`config.mk`:
```
export PLATFORM = sky130hd
export DESIGN_NAME = pcie_cq_bram_wr_bridge
export DESIGN_NICKNAME = d
export VERILOG_FILES = /design/src/rtl/pcie_cq_bram_wr_bridge_pkg.sv /design/src/rtl/pcie_sync_fifo.sv /design/src/rtl/pcie_cq_bram_wr_bridge.sv
export SDC_FILE = /design/constraint.sdc
export NUM_CORES = 1
export LEC_CHECK = 0
export CORE_UTILIZATION = 55
export DETAILED_ROUTE_END_ITERATION = 7
export MAX_ROUTING_LAYER = met4
export PLACE_DENSITY = 0.75
export SLEW_MARGIN = 20
export SYNTH_ARGS = -nofsm -noshare
export SYNTH_HDL_FRONTEND = slang
export SYNTH_HIERARCHICAL = 1
export SYNTH_SLANG_ARGS = --single-unit
```
`constraint.sdc`:
```
create_clock -name CLK -period 33.8 [get_ports CLK]
set_input_delay 10.14 -clock CLK [delete_from_list [all_inputs] [get_ports CLK]]
set_output_delay 10.14 -clock CLK [all_outputs]
set_load 0.01 [all_outputs]
```
`src/rtl/pcie_cq_bram_wr_bridge_pkg.sv`:
```
// rtl/pcie_cq_bram_wr_bridge_pkg.sv - shared constants and helpers for the CQ-to-BRAM write bridge
//
// Purpose: counter/flag widths, error-flag bit positions and the
// alignment helper used by pcie_cq_bram_wr_bridge.

package pcie_cq_bram_wr_bridge_pkg;

    localparam int unsigned PKT_CNT_W    = 16;
    localparam int unsigned ERR_W        = 2;
    localparam int unsigned ERR_MISALIGN = 0;
    localparam int unsigned ERR_OVERFLOW = 1;

    // BUSY asserts this many entries before full, leaving room for the
    // beat already in flight when the engine sees BUSY.
    localparam int unsigned BUSY_MARGIN  = 2;

    // Beats carry byte addresses of whole 64-bit words.
    function automatic logic addr_misaligned(input logic [2:0] addr_lo);
        return addr_lo != 3'd0;
    endfunction

endpackage

```
`src/rtl/pcie_sync_fifo.sv`:
```
// rtl/pcie_sync_fifo.sv - single-clock FIFO shared by the CQ and CC paths
//
// Purpose: DEPTH-entry synchronous FIFO with a combinational head
// (dout_o is the oldest entry whenever empty_o is low).
// Ports:
//   clk_i, rst_ni      clock, synchronous active-low reset
//   push_i, din_i      write one entry (ignored when full unless popping)
//   pop_i              retire the head entry (ignored when empty)
//   dout_o             head entry
//   full_o, empty_o    occupancy flags
//   count_o            current number of entries

module pcie_sync_fifo #(
    parameter int unsigned WIDTH = 8,
    parameter int unsigned DEPTH = 8
) (
    input  logic                     clk_i,
    input  logic                     rst_ni,
    input  logic                     push_i,
    input  logic [WIDTH-1:0]         din_i,
    input  logic                     pop_i,
    output logic [WIDTH-1:0]         dout_o,
    output logic                     full_o,
    output logic                     empty_o,
    output logic [$clog2(DEPTH):0]   count_o
);

    localparam int unsigned AW = $clog2(DEPTH);
    localparam int unsigned CW = AW + 1;

    logic [WIDTH-1:0] mem_q [DEPTH];
    logic [AW-1:0]    wr_ptr_q;
    logic [AW-1:0]    rd_ptr_q;
    logic [CW-1:0]    count_q;
    logic             do_push;
    logic             do_pop;

    assign full_o  = (count_q == CW'(DEPTH));
    assign empty_o = (count_q == '0);
    assign count_o = count_q;
    assign dout_o  = mem_q[rd_ptr_q];

    assign do_pop  = pop_i && !empty_o;
    // A pop in the same cycle frees the slot, so a full FIFO can still take a push.
    assign do_push = push_i && (!full_o || do_pop);

    always_ff @(posedge clk_i) begin
        if (do_push) begin
            mem_q[wr_ptr_q] <= din_i;
        end
    end

    // DEPTH is a power of two, so pointers wrap by natural overflow.
    always_ff @(posedge clk_i) begin
        if (!rst_ni) begin
            wr_ptr_q <= '0;
            rd_ptr_q <= '0;
            count_q  <= '0;
        end else begin
            if (do_push) begin
                wr_ptr_q <= wr_ptr_q + AW'(1);
            end
            if (do_pop) begin
                rd_ptr_q <= rd_ptr_q + AW'(1);
            end
            count_q <= count_q + CW'(do_push) - CW'(do_pop);
        end
    end

endmodule

```
`src/rtl/pcie_cq_bram_wr_bridge.sv`:
```
// rtl/pcie_cq_bram_wr_bridge.sv - buffers CQ engine write beats and drains them to the BAR BRAM port
//
// Purpose: accepts MEM_WR_* beats from pcie_cq_engine_64_dword, buffers
// them, raises MEM_WR_BUSY as backpressure, and writes them to the BRAM
// once the shared-port arbiter grants access.
// Ports:
//   CLK, RST_N                       clock, synchronous active-low reset
//   MEM_WR_DATA/ADDR/KEEP/LAST/VALD  beat stream from the CQ engine
//   MEM_WR_BUSY                      registered backpressure to the engine
//   BRAM_GNT, BRAM_REQ               arbiter handshake
//   BRAM_EN/WE/ADDR/DIN              BRAM write port
//   WR_PKT_CNT                       wrapping count of retired LAST beats
//   WR_ERR                           sticky {overflow, misaligned} flags

`ifndef BRAM_DATA_WIDTH
`define BRAM_DATA_WIDTH 64
`endif
`ifndef BRAM_ADDR_WIDTH
`define BRAM_ADDR_WIDTH 32
`endif
`ifndef BRAM_KEEP_WIDTH
`define BRAM_KEEP_WIDTH 8
`endif

module pcie_cq_bram_wr_bridge
    import pcie_cq_bram_wr_bridge_pkg::*;
#(
    parameter int unsigned DATA_W     = `BRAM_DATA_WIDTH,
    parameter int unsigned ADDR_W     = `BRAM_ADDR_WIDTH,
    parameter int unsigned KEEP_W     = `BRAM_KEEP_WIDTH,
    parameter int unsigned FIFO_DEPTH = 8,
    parameter int unsigned BRAM_AW    = 10
) (
    input  logic                 CLK,
    input  logic                 RST_N,
    input  logic [DATA_W-1:0]    MEM_WR_DATA,
    input  logic [ADDR_W-1:0]    MEM_WR_ADDR,
    input  logic [KEEP_W-1:0]    MEM_WR_KEEP,
    input  logic                 MEM_WR_LAST,
    input  logic                 MEM_WR_VALD,
    output logic                 MEM_WR_BUSY,
    input  logic                 BRAM_GNT,
    output logic                 BRAM_REQ,
    output logic                 BRAM_EN,
    output logic [KEEP_W-1:0]    BRAM_WE,
    output logic [BRAM_AW-1:0]   BRAM_ADDR,
    output logic [DATA_W-1:0]    BRAM_DIN,
    output logic [PKT_CNT_W-1:0] WR_PKT_CNT,
    output logic [ERR_W-1:0]     WR_ERR
);

    localparam logic [1:0] ST_IDLE  = 2'd0;
    localparam logic [1:0] ST_WAIT  = 2'd1;
    localparam logic [1:0] ST_WRITE = 2'd2;

    typedef enum logic [1:0] {
        S_IDLE  = ST_IDLE,
        S_WAIT  = ST_WAIT,
        S_WRITE = ST_WRITE
    } state_e;

    localparam int unsigned CNT_W   = $clog2(FIFO_DEPTH) + 1;
    localparam int unsigned ENTRY_W = 1 + KEEP_W + BRAM_AW + DATA_W;

    state_e                 state_q;
    logic                   busy_q;
    logic                   req_q;
    logic                   en_q;
    logic [KEEP_W-1:0]      we_q;
    logic [BRAM_AW-1:0]     addr_q;
    logic [DATA_W-1:0]      din_q;
    logic [PKT_CNT_W-1:0]   pkt_cnt_q;
    logic [ERR_W-1:0]       err_q;

    logic                   fifo_full;
    logic                   fifo_empty;
    logic [CNT_W-1:0]       fifo_count;
    logic [CNT_W-1:0]       count_d;
    logic                   push;
    logic                   pop;
    logic                   misaligned;
    logic [KEEP_W-1:0]      push_keep;
    logic [ENTRY_W-1:0]     push_entry;
    logic [ENTRY_W-1:0]     head_entry;
    logic                   head_last;
    logic [KEEP_W-1:0]      head_keep;
    logic [BRAM_AW-1:0]     head_waddr;
    logic [DATA_W-1:0]      head_data;
    logic                   unused_addr_hi;

    // Upper byte-address bits lie outside the BRAM window.
    assign unused_addr_hi = ^MEM_WR_ADDR[ADDR_W-1:BRAM_AW+3];

    // BUSY is advisory to the engine: any beat that fits is taken, which
    // covers the in-flight beat of the cycle in which BUSY rises.
    assign push       = MEM_WR_VALD && (!fifo_full || pop);
    assign misaligned = addr_misaligned(MEM_WR_ADDR[2:0]);
    assign push_keep  = misaligned ? '0 : MEM_WR_KEEP;
    assign push_entry = {MEM_WR_LAST, push_keep, MEM_WR_ADDR[BRAM_AW+2:3], MEM_WR_DATA};

    assign {head_last, head_keep, head_waddr, head_data} = head_entry;

    assign pop     = !fifo_empty && BRAM_GNT && (state_q == S_WAIT || state_q == S_WRITE);
    assign count_d = fifo_count + CNT_W'(push) - CNT_W'(pop);

    pcie_sync_fifo #(
        .WIDTH (ENTRY_W),
        .DEPTH (FIFO_DEPTH)
    ) u_fifo (
        .clk_i   (CLK),
        .rst_ni  (RST_N),
        .push_i  (push),
        .din_i   (push_entry),
        .pop_i   (pop),
        .dout_o  (head_entry),
        .full_o  (fifo_full),
        .empty_o (fifo_empty),
        .count_o (fifo_count)
    );

    always_ff @(posedge CLK) begin
        if (!RST_N) begin
            state_q   <= S_IDLE;
            busy_q    <= 1'b0;
            req_q     <= 1'b0;
            en_q      <= 1'b0;
            we_q      <= '0;
            addr_q    <= '0;
            din_q     <= '0;
            pkt_cnt_q <= '0;
            err_q     <= '0;
        end else begin
            busy_q <= (count_d >= CNT_W'(FIFO_DEPTH - BUSY_MARGIN));
            req_q  <= (count_d != '0);

            if (push && misaligned) begin
                err_q[ERR_MISALIGN] <= 1'b1;
            end
            if (MEM_WR_VALD && fifo_full && !pop) begin
                err_q[ERR_OVERFLOW] <= 1'b1;
            end

            // The popped beat is presented for exactly the following (WRITE) cycle.
            en_q <= 1'b0;
            we_q <= '0;
            if (pop) begin
                en_q   <= (head_keep != '0);
                we_q   <= head_keep;
                addr_q <= head_waddr;
                din_q  <= head_data;
                if (head_last) begin
                    pkt_cnt_q <= pkt_cnt_q + PKT_CNT_W'(1);
                end
            end

            // IDLE looks at count_d so a freshly pushed beat reaches WAIT next cycle.
            case (state_q)
                S_IDLE: begin
                    if (count_d != '0) begin
                        state_q <= S_WAIT;
                    end
                end
                S_WAIT: begin
                    if (pop) begin
                        state_q <= S_WRITE;
                    end
                end
                S_WRITE: begin
                    if (!pop) begin
                        state_q <= (count_d != '0) ? S_WAIT : S_IDLE;
                    end
                end
                default: state_q <= S_IDLE;
            endcase
        end
    end

    assign MEM_WR_BUSY = busy_q;
    assign BRAM_REQ    = req_q;
    assign BRAM_EN     = en_q;
    assign BRAM_WE     = we_q;
    assign BRAM_ADDR   = addr_q;
    assign BRAM_DIN    = din_q;
    assign WR_PKT_CNT  = pkt_cnt_q;
    assign WR_ERR      = err_q;

endmodule

```
==> flow_summary.yaml <==
die:
  die_w_um: 235
  core_um2: 53800
  rows: 85
  ioPinCount: 212
  dieArea_um2: 55300
  start_util_pct: 55.6
  die_y_um: 235
layout:
  fin_nets: 1884
  fin_cells: 2527
  final_cell_mix: "edfxtp_1 (664), clkdlybuf4s50_1 (191), nand2_1 (166), mux4_2 (166), dfxtp_1 (115)"
  drive_gt1_share_pct: 22.9
  final_util_pct: 65.5
  area_delta_synth_final_pct: 17.7
  final_common_cell: "edfxtp_1"
global_routing:
  grt_max_degree: 93
  grtUsageTotal_pct: 23.5
  antenna_found_initial: 9
  grt_pass1_wl_um: 93800
  grt_pass1_vias: 15500
  grt_overflow: 0
critical_path:
  crit_fanout: 47
  crit_path_end_kind: "flop"
  r2r_slack_ns: 28.92
  reg2reg_from: "u_fifo/count_o[2]"
  r2r.worst_path.cells: 11
  crit_top_cell: "buf_4"
  path_cells: "clkdlybuf4s50_1 > nand3b_1 > buf_4 > clkinv_2 > nor2b_1 > o21ai_0 > nor2_4 > buf_4 > buf_4"
  cp_slowest_cell: "nor2_4"
  cp.buffers_inverters: 5
  start_kind: "input port"
  path_class: "in -> reg"
  crit_family: "buffers and inverters"
  worstPathRequired_ns: 34.03
  r2r-end: "u_fifo/mem_q[3][14]"
  max_stage_delay_ns: 0.81
  crit_arrival_ns: 14.25
cts:
  postCtsSetupBuffers: 0
  clockRootBuffer: "clkbuf_16"
  clock_latency_ns: 0.60
  h-tree-depth: 3
  cts_tree: "done"
  clkSlewWorstSetupHoldPaths_ns: 0.06
  cts_buffers: 78
  numClockSinks: 782
  cts_hold_buf: 0
  cts_resized: 0
  clk_path_buf_depth: 3
worst_hold_path:
  hold_class: "reg -> reg"
  hold_depth: 2
  worstHoldStart: "BRAM_DIN[22]"
  whs_endpoint: "BRAM_DIN[22]"
power:
  leakage_nw: 11.2
  power.internal_mw: 1.84
  comb_power_share_pct: 15.0
  power.density_nw_per_um2: 68.9
  power.net_switching_mw: 0.588
  ir_worst_vdd_mv: 0.0421
  swShare_pct: 24.2
  seqPwrFrac_pct: 48.8
  clkPwrFrac_pct: 36.1
timing:
  max-slew-margin-rel_pct: 26.1
  period_needed_ns: 14.02
  setup-violations-final: 0
  worstMarginPinSlew_ns: 1.11
  finalMaxSlewViolations: 0
  fin_crit_sh_pct: 41.5
  finalSetupTns_ns: 0
  finalHoldViolations: 0
  rsz0062_at_grt: "no"
  skew_ns: 0.0142
  max_freq_mhz: 71.3
run_status:
  status: "complete, no violations"
yosys:
  synth_nets: 1662
  syn_area_um2: 29900
  async_flop_share_pct: 0
  synth_flop_cell: "edfxtp_1"
  synthCells: 1535
  ys_warn_count: 6
  synth_seq_cells: 782
  synth_cell_types: 56
  synth_edf_count: 664
  avgSynthCellArea_um2: 19.5
  seq_area_frac_synth_pct: 74.5
detailed_routing:
  viasPerCell: 5.86
  routedWlPerCell_um: 24.3
  vias: 14800
  ant_nets: 0
  drt-total-wl_um: 61500
  drc: 0
  dr.pass1.iters: 5
  drt_iter0_markers: 1405
job:
  drv_cap: 0
placement:
  place.gp.congestion: 0.770
  placed_cells: 2373
  post-dp-hpwl_um: 31900
  port_buffers: 192
## worst max-delay path by stage
stage | from | endpoint | cells past startpoint
after floorplan | BRAM_GNT | u_fifo/mem_q[0][0] | 7
after global placement | BRAM_GNT | u_fifo/mem_q[3][18] | 9
after detailed placement | BRAM_GNT | u_fifo/mem_q[3][14] | 9
after CTS | BRAM_GNT | u_fifo/mem_q[3][14] | 9
after global routing | BRAM_GNT | u_fifo/mem_q[3][18] | 9
final | BRAM_GNT | u_fifo/mem_q[3][14] | 9
## worst min-delay path, delay by kind of cell (launching register included)
kind,cells,cell delay [ns]
compound gates,1,0.05
flops,1,0.31
simple gates,1,0.05
## stage by stage
step	setup WS (ns)	power (mW)	cell area (µm²)	hold WS, ns
floorplan	14.08	1.43	29900	0.454
global placement	19.10	1.55	32600	0.439
detailed placement	19.12	1.57	32600	0.444
CTS	19.72	2.45	35200	0.453
global route	19.57	2.52	35200	0.474
finish	19.78	2.43	35200	0.452
## routing by layer
metal / routed length (µm) / vias up / share of wire (%) / track usage (%)
li1: - / 6522 / - / -
met1: 25200 / 7701 / 41 / 30.6
met2: 31100 / 511 / 51 / 38.2
met3: 3910 / 78 / 6.4 / 4.16
met4: 1200 / 0 / 1.9 / 7.09
met5: 0 / - / 0 / -
## state kept, by name, indices dropped and copies added, names as in the netlist, named ones only
register and cells:
BRAM_DIN 64, BRAM_WE 8, u_fifo/rd_ptr_q 3, BRAM_EN 1, u_fifo/wr_ptr_q 3, WR_PKT_CNT 16
BRAM_REQ 1, MEM_WR_BUSY 1, BRAM_ADDR 10, state_q 2, u_fifo/mem_q 664, u_fifo/count_o 4
WR_ERR 2
## final cells by class
type,count,area [µm²]
tap,696,871
timing repair buffer,221,2150
clock inverter,28,340
antenna,8,20.0
fill,3492,18600
sequential,782,22300
multi-input combinational,657,7170
inverter,17,65.1
clock buffer,118,2310
## cells in the mapped netlist, drive strengths merged, types with 2 or more instances
library cell | count | area, µm²
and3 | 12 | 80.1
a21boi | 76 | 574
a31oi | 2 | 12.5
a21oi | 5 | 36.3
and2 | 24 | 150
clkbuf | 42 | 159
nor4 | 5 | 31.3
dfxtp | 118 | 2360
fa | 2 | 40.0
mux2 | 83 | 935
ha | 16 | 200
buf | 37 | 284
mux4 | 166 | 3740
inv | 17 | 63.8
nor2 | 15 | 58.8
edfxtp | 664 | 19900
nand2 | 166 | 623
xnor2 | 12 | 105
mux2i | 6 | 60.1
xor2 | 6 | 52.6
nand3 | 15 | 75.1
nor3 | 5 | 25.0
nor2b | 7 | 43.8
o21ai | 3 | 15.0
nand4b | 2 | 23.8
and4 | 2 | 17.5
or3 | 2 | 17.5
nand3b | 3 | 22.5
a21o | 2 | 15.0
nand2b | 4 | 25.0
nand4 | 5 | 37.5
## logic make-up after synthesis
| family | synth area share (%) |
|---|---|
| xor+xnor | 0.527 |
| compound gates | 2.34 |
| simple gates | 4.30 |
| mux | 15.8 |
| flops | 74.5 |
| fa+ha+maj | 0.803 |
| buf+inv | 1.69 |
## power groups by stage
stage	Combinational, mW	Clock, mW	Sequential, mW
6_report	0.365	0.877	1.19
5_1_grt	0.395	0.931	1.19
3_3_place_gp	0.357	0	1.20
3_5_place_dp	0.365	0	1.20
2_1_floorplan	0.217	0	1.21
4_1_cts	0.368	0.893	1.19
No activity file was read; power rests on OpenSTA's default activity.
